===== src/rtl/cpu_ctrl_pkg.sv =====
// cpu_ctrl_pkg
// Shared definitions for the Mini SRC hardwired control unit:
//   - state_t    : sequencer states (RESET, T0..T7, HALT)
//   - OP_*       : 5-bit opcode values found in IR[31:27]
//   - *_MSB/_LSB : IR field positions (opcode, ra, rb, rc)
//   - last_step(): the final execute state for a given opcode
package cpu_ctrl_pkg;

  typedef enum logic [3:0] {
    RESET,
    T0, T1, T2, T3, T4, T5, T6, T7,
    HALT
  } state_t;

  // IR field slices
  localparam int OPC_MSB = 31;
  localparam int OPC_LSB = 27;
  localparam int RA_MSB  = 26;
  localparam int RA_LSB  = 23;
  localparam int RB_MSB  = 22;
  localparam int RB_LSB  = 19;
  localparam int RC_MSB  = 18;
  localparam int RC_LSB  = 15;

  // Opcodes
  localparam logic [4:0] OP_LD   = 5'b00000;
  localparam logic [4:0] OP_LDI  = 5'b00001;
  localparam logic [4:0] OP_ST   = 5'b00010;
  localparam logic [4:0] OP_ADD  = 5'b00011;
  localparam logic [4:0] OP_SUB  = 5'b00100;
  localparam logic [4:0] OP_AND  = 5'b01010;
  localparam logic [4:0] OP_OR   = 5'b01011;
  localparam logic [4:0] OP_ADDI = 5'b01100;
  localparam logic [4:0] OP_ANDI = 5'b01101;
  localparam logic [4:0] OP_ORI  = 5'b01110;
  localparam logic [4:0] OP_BR   = 5'b10011;
  localparam logic [4:0] OP_JR   = 5'b10100;
  localparam logic [4:0] OP_IN   = 5'b10110;
  localparam logic [4:0] OP_OUT  = 5'b10111;
  localparam logic [4:0] OP_MFHI = 5'b11000;
  localparam logic [4:0] OP_MFLO = 5'b11001;
  localparam logic [4:0] OP_NOP  = 5'b11010;
  localparam logic [4:0] OP_HALT = 5'b11011;

  // Final execute state of each instruction. Anything not listed behaves
  // as a single-step instruction (nop, jr, in, out, mfhi, mflo, halt).
  function automatic state_t last_step(input logic [4:0] opc);
    state_t s;
    case (opc)
      OP_LD, OP_ST:                         s = T7;
      OP_BR:                                s = T6;
      OP_LDI, OP_ADD, OP_SUB, OP_AND, OP_OR,
      OP_ADDI, OP_ANDI, OP_ORI:             s = T5;
      default:                              s = T3;
    endcase
    return s;
  endfunction

endpackage


===== src/rtl/ctrl_wait_counter.sv =====
// ctrl_wait_counter
// Down-counter that stretches memory-access steps by MEM_WAIT cycles.
//   Clock   : system clock, rising edge
//   Reset_n : asynchronous active-low reset, clears the count
//   load    : reload the count with MEM_WAIT (asserted on every state change)
//   done    : count has reached zero; a memory step may advance
module ctrl_wait_counter #(
  parameter int unsigned MEM_WAIT = 0
) (
  input  logic Clock,
  input  logic Reset_n,
  input  logic load,
  output logic done
);

  localparam logic [2:0] WAIT_INIT = 3'(MEM_WAIT);

  logic [2:0] count_reg;

  always_ff @(posedge Clock or negedge Reset_n) begin
    if (!Reset_n) begin
      count_reg <= 3'd0;
    end else if (load) begin
      count_reg <= WAIT_INIT;
    end else if (count_reg != 3'd0) begin
      count_reg <= count_reg - 3'd1;
    end
  end

  assign done = (count_reg == 3'd0);

endmodule


===== src/rtl/control_sequencer.sv =====
// control_sequencer
// Hardwired Moore control unit for the Mini SRC datapath. Runs the fetch
// steps T0-T2, then the opcode-specific execute steps T3-T7, and drives
// every datapath strobe combinationally from the current state and opcode.
//   Clock, Reset_n   : clock (rising edge) and async active-low reset
//   Stop             : halt at the next instruction boundary
//   IR, CON          : instruction register and branch condition from datapath
//   Run              : high while sequencing (not in RESET or HALT)
//   *in              : register load enables
//   *out             : bus drive selects (at most one high per cycle)
//   Gra Grb Grc Rin Rout : register-file select/enable
//   Read write IncPC : memory read, memory write, PC increment
module control_sequencer
  import cpu_ctrl_pkg::*;
#(
  parameter int unsigned MEM_WAIT = 0,
  parameter int unsigned OPC_W    = 5
) (
  input  logic        Clock,
  input  logic        Reset_n,
  input  logic        Stop,
  input  logic [31:0] IR,
  input  logic        CON,
  output logic        Run,
  output logic        PCin, MDRin, MARin, IRin, Yin, Zin, HIin, LOin, CONin, OUTPORTin,
  output logic        PCout, MDRout, ZHIout, ZLOout, HIout, LOout, INPORTout, Cout, BAout,
  output logic        Gra, Grb, Grc, Rin, Rout,
  output logic        Read, write, IncPC
);

  state_t state_reg, state_next;

  logic [OPC_W-1:0] opcode;
  logic             wait_done;
  logic             mem_step;
  logic             exec_step;
  logic             unused_ir;

  assign opcode    = IR[OPC_MSB -: OPC_W];
  // Register fields are consumed by the datapath, not by the sequencer.
  assign unused_ir = ^IR[OPC_LSB-1:0];

  // Steps that touch memory hold for 1+MEM_WAIT cycles.
  assign mem_step  = (state_reg == T1)
                   || (state_reg == T6 && opcode == OP_LD)
                   || (state_reg == T7 && opcode == OP_ST);
  assign exec_step = (state_reg == T3) || (state_reg == T4) || (state_reg == T5)
                   || (state_reg == T6) || (state_reg == T7);

  ctrl_wait_counter #(.MEM_WAIT(MEM_WAIT)) u_wait (
    .Clock   (Clock),
    .Reset_n (Reset_n),
    .load    (state_next != state_reg),
    .done    (wait_done)
  );

  always_ff @(posedge Clock or negedge Reset_n) begin
    if (!Reset_n) state_reg <= RESET;
    else          state_reg <= state_next;
  end

  assign Run = (state_reg != RESET) && (state_reg != HALT);

  always_comb begin
    state_next = state_reg;
    {PCin, MDRin, MARin, IRin, Yin, Zin, HIin, LOin, CONin, OUTPORTin} = '0;
    {PCout, MDRout, ZHIout, ZLOout, HIout, LOout, INPORTout, Cout, BAout} = '0;
    {Gra, Grb, Grc, Rin, Rout} = '0;
    {Read, write, IncPC} = '0;

    case (state_reg)
      RESET: state_next = T0;
      T0: begin
        PCout = 1'b1; MARin = 1'b1;
        state_next = T1;
      end
      T1: begin
        Read = 1'b1; MDRin = 1'b1; PCin = 1'b1; IncPC = 1'b1;
        state_next = T2;
      end
      T2: begin
        MDRout = 1'b1; IRin = 1'b1;
        state_next = T3;
      end
      T3: begin
        state_next = T4;
        case (opcode)
          OP_LD, OP_LDI, OP_ST: begin Grb = 1'b1; BAout = 1'b1; Yin = 1'b1; end
          OP_ADD, OP_SUB, OP_AND, OP_OR,
          OP_ADDI, OP_ANDI, OP_ORI: begin Grb = 1'b1; Rout = 1'b1; Yin = 1'b1; end
          OP_BR:   begin Gra = 1'b1; Rout = 1'b1; CONin = 1'b1; end
          OP_JR:   begin Gra = 1'b1; Rout = 1'b1; PCin = 1'b1; end
          OP_IN:   begin INPORTout = 1'b1; Gra = 1'b1; Rin = 1'b1; end
          OP_OUT:  begin Gra = 1'b1; Rout = 1'b1; OUTPORTin = 1'b1; end
          OP_MFHI: begin HIout = 1'b1; Gra = 1'b1; Rin = 1'b1; end
          OP_MFLO: begin LOout = 1'b1; Gra = 1'b1; Rin = 1'b1; end
          default: ;
        endcase
      end
      T4: begin
        state_next = T5;
        case (opcode)
          OP_LD, OP_LDI, OP_ST,
          OP_ADDI, OP_ANDI, OP_ORI: begin Cout = 1'b1; Zin = 1'b1; end
          OP_ADD, OP_SUB, OP_AND, OP_OR: begin Grc = 1'b1; Rout = 1'b1; Zin = 1'b1; end
          OP_BR:   begin PCout = 1'b1; Yin = 1'b1; end
          default: ;
        endcase
      end
      T5: begin
        state_next = T6;
        case (opcode)
          OP_LD, OP_ST: begin ZLOout = 1'b1; MARin = 1'b1; end
          OP_LDI, OP_ADD, OP_SUB, OP_AND, OP_OR,
          OP_ADDI, OP_ANDI, OP_ORI: begin ZLOout = 1'b1; Gra = 1'b1; Rin = 1'b1; end
          OP_BR:   begin Cout = 1'b1; Zin = 1'b1; end
          default: ;
        endcase
      end
      T6: begin
        state_next = T7;
        case (opcode)
          OP_LD:   begin Read = 1'b1; MDRin = 1'b1; end
          OP_ST:   begin Gra = 1'b1; Rout = 1'b1; MDRin = 1'b1; end
          // Branch step is always visited; only the PC load depends on CON.
          OP_BR:   begin ZLOout = CON; PCin = CON; end
          default: ;
        endcase
      end
      T7: begin
        state_next = T0;
        case (opcode)
          OP_LD:   begin MDRout = 1'b1; Gra = 1'b1; Rin = 1'b1; end
          OP_ST:   write = 1'b1;
          default: ;
        endcase
      end
      HALT:    state_next = HALT;
      default: state_next = RESET;
    endcase

    // Instruction boundary: return to fetch, or park if halt/Stop requested.
    if (exec_step && state_reg == last_step(opcode)) begin
      state_next = (Stop || opcode == OP_HALT) ? HALT : T0;
    end
    // Memory steps hold until the wait counter drains.
    if (mem_step && !wait_done) begin
      state_next = state_reg;
    end
  end

  a_one_bus_driver: assert property (@(posedge Clock) disable iff (!Reset_n)
    $countones({PCout, MDRout, ZHIout, ZLOout, HIout, LOout, INPORTout, Cout, BAout, Rout}) <= 1);
  a_read_write_excl: assert property (@(posedge Clock) disable iff (!Reset_n)
    !(Read && write));

endmodule


===== config.mk =====
export PLATFORM = sky130hd
export DESIGN_NAME = control_sequencer
export DESIGN_NICKNAME = d
export VERILOG_FILES = /design/src/rtl/cpu_ctrl_pkg.sv /design/src/rtl/ctrl_wait_counter.sv /design/src/rtl/control_sequencer.sv
export SDC_FILE = /design/constraint.sdc
export NUM_CORES = 1
export LEC_CHECK = 0
export BUFFER_PORTS_ARGS = -buffer_cell sky130_fd_sc_hd__clkbuf_2
export CAP_MARGIN = 20
export CORE_MARGIN = 2
export CORE_UTILIZATION = 47
export CTS_CLUSTER_DIAMETER = 40
export DETAILED_ROUTE_END_ITERATION = 6
export PLACE_DENSITY = 0.93
export SKIP_CTS_REPAIR_TIMING = 1
export SLEW_MARGIN = 20
export SYNTH_ARGS = -nofsm -noshare
export SYNTH_HDL_FRONTEND = slang
export SYNTH_SLANG_ARGS = --single-unit

===== constraint.sdc =====
create_clock -name Clock -period 6.45 [get_ports Clock]
set_clock_uncertainty 0.05 [all_clocks]
set_input_delay 1.935 -clock Clock [delete_from_list [all_inputs] [get_ports Clock]]
set_output_delay 1.935 -clock Clock [all_outputs]
set_load 0.01 [all_outputs]

==> flow_summary.yaml, run 1 <==
routing:
  drc: 0
  drtIter0Drc: 68
  first_pass_iters: 5
  antenna_left: 0
  routedWlPerCell_um: 14.2
  vias: 1344
  wl_um: 3040
  via_per_inst: 6.28
final_layout:
  drive_gt1_share_pct: 22.6
  final_cell_mix: "33 x clkbuf_2, 19 x nand2_1, 17 x nor2_1"
  n_antenna_cell: 0
  final_cell_area_um2: 1280
  syn_to_final_growth_pct: 16.2
  fillCellCount: 221
  fin_nets: 225
  largest_reg_flops: 4
  layout_commonest_cell: "clkbuf_2"
floorplan:
  dieHeight_um: 52.4
  rows: 17
  die_width_um: 52.4
  dieArea_um2: 2740
  initial_utilization_pct: 49.7
  io_pins: 64
  core_area_um2: 2210
synthesis:
  syn_inst: 159
  yosysWarnings: 0
  yosysSeqAreaShare_pct: 15.9
  syn_area_um2: 1100
  async_flop_share_pct: 100
  yosys_most_used_dff: "dfrtp_1"
  yosysTopAreaCellShare_pct: 15.9
  avgSynthCellArea_um2: 6.92
  yosysUniqueCellTypes: 51
  synth_edf_count: 0
  synth_area_leaders: "dfrtp_1 16%, nand2_1 6.5%, nor2_1 5.8%"
  synth-seq-cells: 7
  synth_area_leader_cell: "dfrtp_1"
grt:
  grt_first_pass_wirelength_um: 4790
  antenna_found_initial: 0
  grt_overflow: 0
  grt_pass1_vias: 1106
  grt_max_degree: 18
  grt.total_usage_pct: 22.6
placed_design:
  dpl_cell_area_um2: 1250
  routabilityCongestion: 0.873
  portBuffers: 33
  dpl.hpwl_um: 2240
setup_path:
  cp_max_fo: 17
  cp-end-kind: "primary output"
  cp.arrival_ps: 3390
  crit_required_ps: 4470
  slowest_delay_ps: 270
  critical_path.top_delay_family: "compound AO/OA/AOI/OAI gates"
  slowest_stage: "clkbuf_2"
  criticalPathCategory: "in -> out"
  path_buf_inv: 2
  path_cells: "clkbuf_2 -> nand2b_1 -> a22oi_1 -> a211o_1 -> o221ai_1 -> a211o_1 -> clkbuf_2"
  setup.worst_path.start_class: "input port"
clocking:
  clkSinkCount: 7
  cts_tree: "done"
  cts_root_buf: "clkbuf_4"
  clock_latency_ps: 250
  clk_pin_slew_worst_paths_ps: 50
  clockBufferDepth: 2
  cts_buffers: 3
  h-tree-depth: 1
timing:
  finalCriticalPeriod_ps: 5370
  slew_violations: 0
  setup_tns_ps: 0
  finalHoldViolations: 0
  fmax_ghz: 0.186
  relSlewSlack_pct: 66.2
  rsz0062_at_grt: "no"
  worstMarginPinSlew_ps: 507
  hold_ws_ps: 493
  setup_viol: 0
  period_share_pct: 83.3
pwr:
  vdd_ir_drop_max_uv: 156
  power_density_nw_per_um2: 287
  leakagePower_nw: 0.588
  p_total_w: 0.000366
run_status:
  status: "complete, no violations"
hold_path:
  worstHoldPathType: "reg -> reg"
run:
  max-cap-violations: 0
==> worst min-delay path: cells and delay by family, from the launching register on <==
family | cells | cell delay, ps
AND/OR/NAND/NOR | 1 | 70
flip-flops | 1 | 350
XOR/XNOR | 1 | 80
==> layout make-up <==
type	instances	area [µm²]	share of cell area, %
multi-input cells	135	846	66.2
flip-flops and latches	7	175	13.7
repair buffers	34	173	13.5
well taps	28	35.0	2.74
clock buffers	4	26.3	2.06
inverters	6	22.5	1.76
==> synth_stat cells (2+ instances only) <==
master,number
and3_1,3
o31ai_1,2
a221oi_1,2
dfrtp_1,7
o21bai_1,2
o21ai_0,11
and2_1,2
ha_1,2
buf_4,4
nor3_1,5
a311o_1,2
inv_1,6
mux2i_1,2
a31oi_1,3
nand2_1,19
xnor2_1,2
nor4_1,3
o22ai_1,3
nor2b_1,7
nor2_1,17
nand2b_1,6
a211oi_1,3
clkbuf_1,9
a211o_1,4
a21oi_1,5
o211a_1,2
o221ai_1,2
==> path summary, 6_finish.rpt <==
kind                                                        end                            start  cells past startpoint  slack [ps]
worst min register to register  u_wait.count_reg[0]$_DFFE_PN0P_  u_wait.count_reg[0]$_DFFE_PN0P_                      2         490
worst max-delay path                                        Gra                           IR[27]                      7        1080
min in group asynchronous                state_reg[0]$_DFF_PN0_                          Reset_n                      1        1460
worst min-delay path            u_wait.count_reg[0]$_DFFE_PN0P_  u_wait.count_reg[0]$_DFFE_PN0P_                      2         490
worst max register to register  u_wait.count_reg[1]$_DFFE_PN0P_           state_reg[1]$_DFF_PN0_                      7        4280
max in group asynchronous       u_wait.count_reg[2]$_DFFE_PN0P_                          Reset_n                      1        4720
==> through the flow <==
stage / setup WS (ps) / cells / utilization (%)
floorplan: 1330 / 161 / -
global placement: 1150 / 210 / 56.6
detailed placement: 1140 / 210 / 56.6
CTS: 1140 / 214 / 57.7
global route: 1010 / 214 / 57.7
finish: 1080 / 214 / 57.7
==> per-layer routing <==
metal / global-route usage (%) / vias to the layer above / routed length [µm]
met3: 3.71 / 0 / 281
met5: 0 / - / 0
met1: 30.2 / 627 / 1300
met4: 3.42 / 0 / 0
met2: 38.8 / 72 / 1450
li1: - / 645 / -
==> where the power goes <==
group	internal [W]	switching [W]	total [W]
logic	0.000102	0.000123	0.000225
clock network	0.0000236	0.0000156	0.0000392
registers	0.0000559	0.0000461	0.000102
total	0.000182	0.000185	0.000366
==> kinds of logic (layout without fill, tap and decap cells) <==
family                   after synthesis  after routing  synth area share [%]
flip-flops                             7              7                  15.9
multiplexers                           3              3                  2.84
other                                  1              3                 0.341
adder cells (fa/ha/maj)                2              2                  2.27
AND/OR/NAND/NOR                       73             73                  35.4
XOR/XNOR                               3              3                  2.39
buffers and inverters                 19             44                  7.85
AO/OA/AOI/OAI                         51             51                  33.0
Note: power is estimated with default switching activity, not from simulation.
==> run 2: changes to the inputs <==
--- a/config.mk
+++ b/config.mk
@@ -8,10 +8,10 @@
 export BUFFER_PORTS_ARGS = -buffer_cell sky130_fd_sc_hd__clkbuf_2
 export CAP_MARGIN = 20
 export CORE_MARGIN = 2
-export CORE_UTILIZATION = 47
+export CORE_UTILIZATION = 44
 export CTS_CLUSTER_DIAMETER = 40
 export DETAILED_ROUTE_END_ITERATION = 6
-export PLACE_DENSITY = 0.93
+export PLACE_DENSITY = 0.88
 export SKIP_CTS_REPAIR_TIMING = 1
 export SLEW_MARGIN = 20
 export SYNTH_ARGS = -nofsm -noshare
==> constraint.sdc (replaced) <==
create_clock -name Clock -period 5.1 [get_ports Clock]
set_clock_uncertainty 0.05 [all_clocks]
set_input_delay 1.53 -clock Clock [delete_from_list [all_inputs] [get_ports Clock]]
set_output_delay 1.53 -clock Clock [all_outputs]
set_load 0.01 [all_outputs]
==> flow_summary.yaml, run 2 (same netlist as run 1, synthesis figures left out) <==
clocking:
  clk_pin_slew_worst_paths_ps: 50
  clock_latency_ps: 240
  clkSinkCount: 7
  cts_root_buf: "clkbuf_4"
  h-tree-depth: 1
  cts_tree: "done"
  clockBufferDepth: 2
  cts_buffers: 3
final_layout:
  syn_to_final_growth_pct: 16.4
  n_antenna_cell: 0
  largest_reg_flops: 4
  fin_cells: 216
  fin_nets: 225
  layout_commonest_cell: "clkbuf_2"
  final_cell_mix: "33 x clkbuf_2, 19 x nand2_1, 17 x nor2_1"
  drive_gt1_share_pct: 22.6
run_status:
  status: "complete, no violations"
pwr:
  pwr-share-comb_pct: 62.1
  power_density_nw_per_um2: 359
  vdd_ir_drop_max_uv: 223
  leakagePower_nw: 0.588
  pwr-share-seq_pct: 27.8
  internal_power_w: 0.000230
  power_switching_w: 0.000230
  switching_share_pct: 50.0
  clockPowerShare_pct: 10.1
floorplan:
  initial_utilization_pct: 45.2
  core_area_um2: 2430
  dieArea_um2: 2920
  die_width_um: 54.0
  rows: 18
  dieHeight_um: 54.0
  io_pins: 64
routing:
  drtIter0Drc: 41
  drc: 0
  antenna_left: 0
  wl_um: 2920
  via_per_inst: 6.06
  vias: 1309
  first_pass_iters: 4
  routedWlPerCell_um: 13.5
setup_path:
  path_cells: "clkbuf_2 -> nand2b_1 -> a22oi_1 -> a211o_1 -> o221ai_1 -> a211o_1 -> clkbuf_2"
  criticalPathCategory: "in -> out"
  cp-end-kind: "primary output"
  cp_max_fo: 17
  crit_required_ps: 3520
  slowest_delay_ps: 270
  setup.worst_path.start_class: "input port"
  slowest_stage: "clkbuf_2"
  critical_path.top_delay_family: "compound AO/OA/AOI/OAI gates"
  cp.arrival_ps: 2950
  path_buf_inv: 2
timing:
  slew_violations: 0
  setup_viol: 0
  finalCriticalPeriod_ps: 4530
  relSlewSlack_pct: 65.3
  fmax_ghz: 0.221
  setup_tns_ps: 0
  period_share_pct: 88.9
  finalHoldViolations: 0
  rsz0062_at_grt: "no"
  worstMarginPinSlew_ps: 521
placed_design:
  dpl.hpwl_um: 2210
  portBuffers: 33
  dp_cells: 212
  routabilityCongestion: 0.889
grt:
  antenna_found_initial: 0
  grt_overflow: 0
  grt_first_pass_wirelength_um: 4440
  grt.total_usage_pct: 19.6
  grt_pass1_vias: 986
  grt_max_degree: 18
hold_path:
  worstHoldPathType: "reg -> reg"
run:
  max-cap-violations: 0
==> run 2: cell counts in the layout (fill, tap and decap cells not counted) <==
No cell type changed its count.
==> run 2: path summary, 6_finish.rpt <==
kind                                                 startpoint  slack, ps  cells past startpoint                              end
worst max-delay path                                     IR[27]        570                      7                              Gra
worst min-delay path            u_wait.count_reg[2]$_DFFE_PN0P_        480                      2  u_wait.count_reg[2]$_DFFE_PN0P_
worst max register to register           state_reg[1]$_DFF_PN0_       2940                      7           state_reg[3]$_DFF_PN0_
worst min register to register  u_wait.count_reg[2]$_DFFE_PN0P_        480                      2  u_wait.count_reg[2]$_DFFE_PN0P_
max in group asynchronous                               Reset_n       3770                      1  u_wait.count_reg[1]$_DFFE_PN0P_
min in group asynchronous                               Reset_n       1070                      1           state_reg[3]$_DFF_PN0_
==> run 2: layout make-up <==
cell class / instances / area [µm²]
well taps: 30 / 37.5
clock buffers: 4 / 26.3
multi-input cells: 135 / 846
inverters: 6 / 22.5
repair buffers: 34 / 173
flip-flops and latches: 7 / 175
fillers: 241 / 1150
==> run 2: layer usage <==
| layer | vias up | wire [µm] | GRT usage, % |
|---|---|---|---|
| met5 | - | 0 | 0 |
| met1 | 593 | 1300 | 28.7 |
| met2 | 70 | 1360 | 32.7 |
| met4 | 0 | 12 | 2.08 |
| li1 | 644 | - | - |
| met3 | 2 | 247 | 0.833 |
==> run 2: metrics by stage <==
stage | util [%] | cell area (µm²) | hold slack, ps | setup WS (ps) | total power (W)
CTS | 52.6 | 1280 | 490 | 604 | 0.000460
floorplan | - | 1110 | 450 | 790 | 0.000329
global route | 52.6 | 1280 | 517 | 502 | 0.000505
global placement | 51.5 | 1250 | 473 | 608 | 0.000407
detailed placement | 51.5 | 1250 | 478 | 607 | 0.000412
finish | 52.6 | 1280 | 482 | 566 | 0.000460
==> run 2: power groups by stage <==
stage	clock, W	sequential (W)	combinational [W]
finish	0.0000464	0.000128	0.000285
detailed placement	0	0.000127	0.000285
global route	0.0000543	0.000133	0.000318
CTS	0.0000482	0.000126	0.000286
floorplan	0	0.0000866	0.000242
global placement	0	0.000126	0.000281
==> run 2: worst min-delay path, cell delays in order (launching register included) <==
cell and delay [ps]:
dfrtp_1 340, mux2i_1 70, nor2_1 80
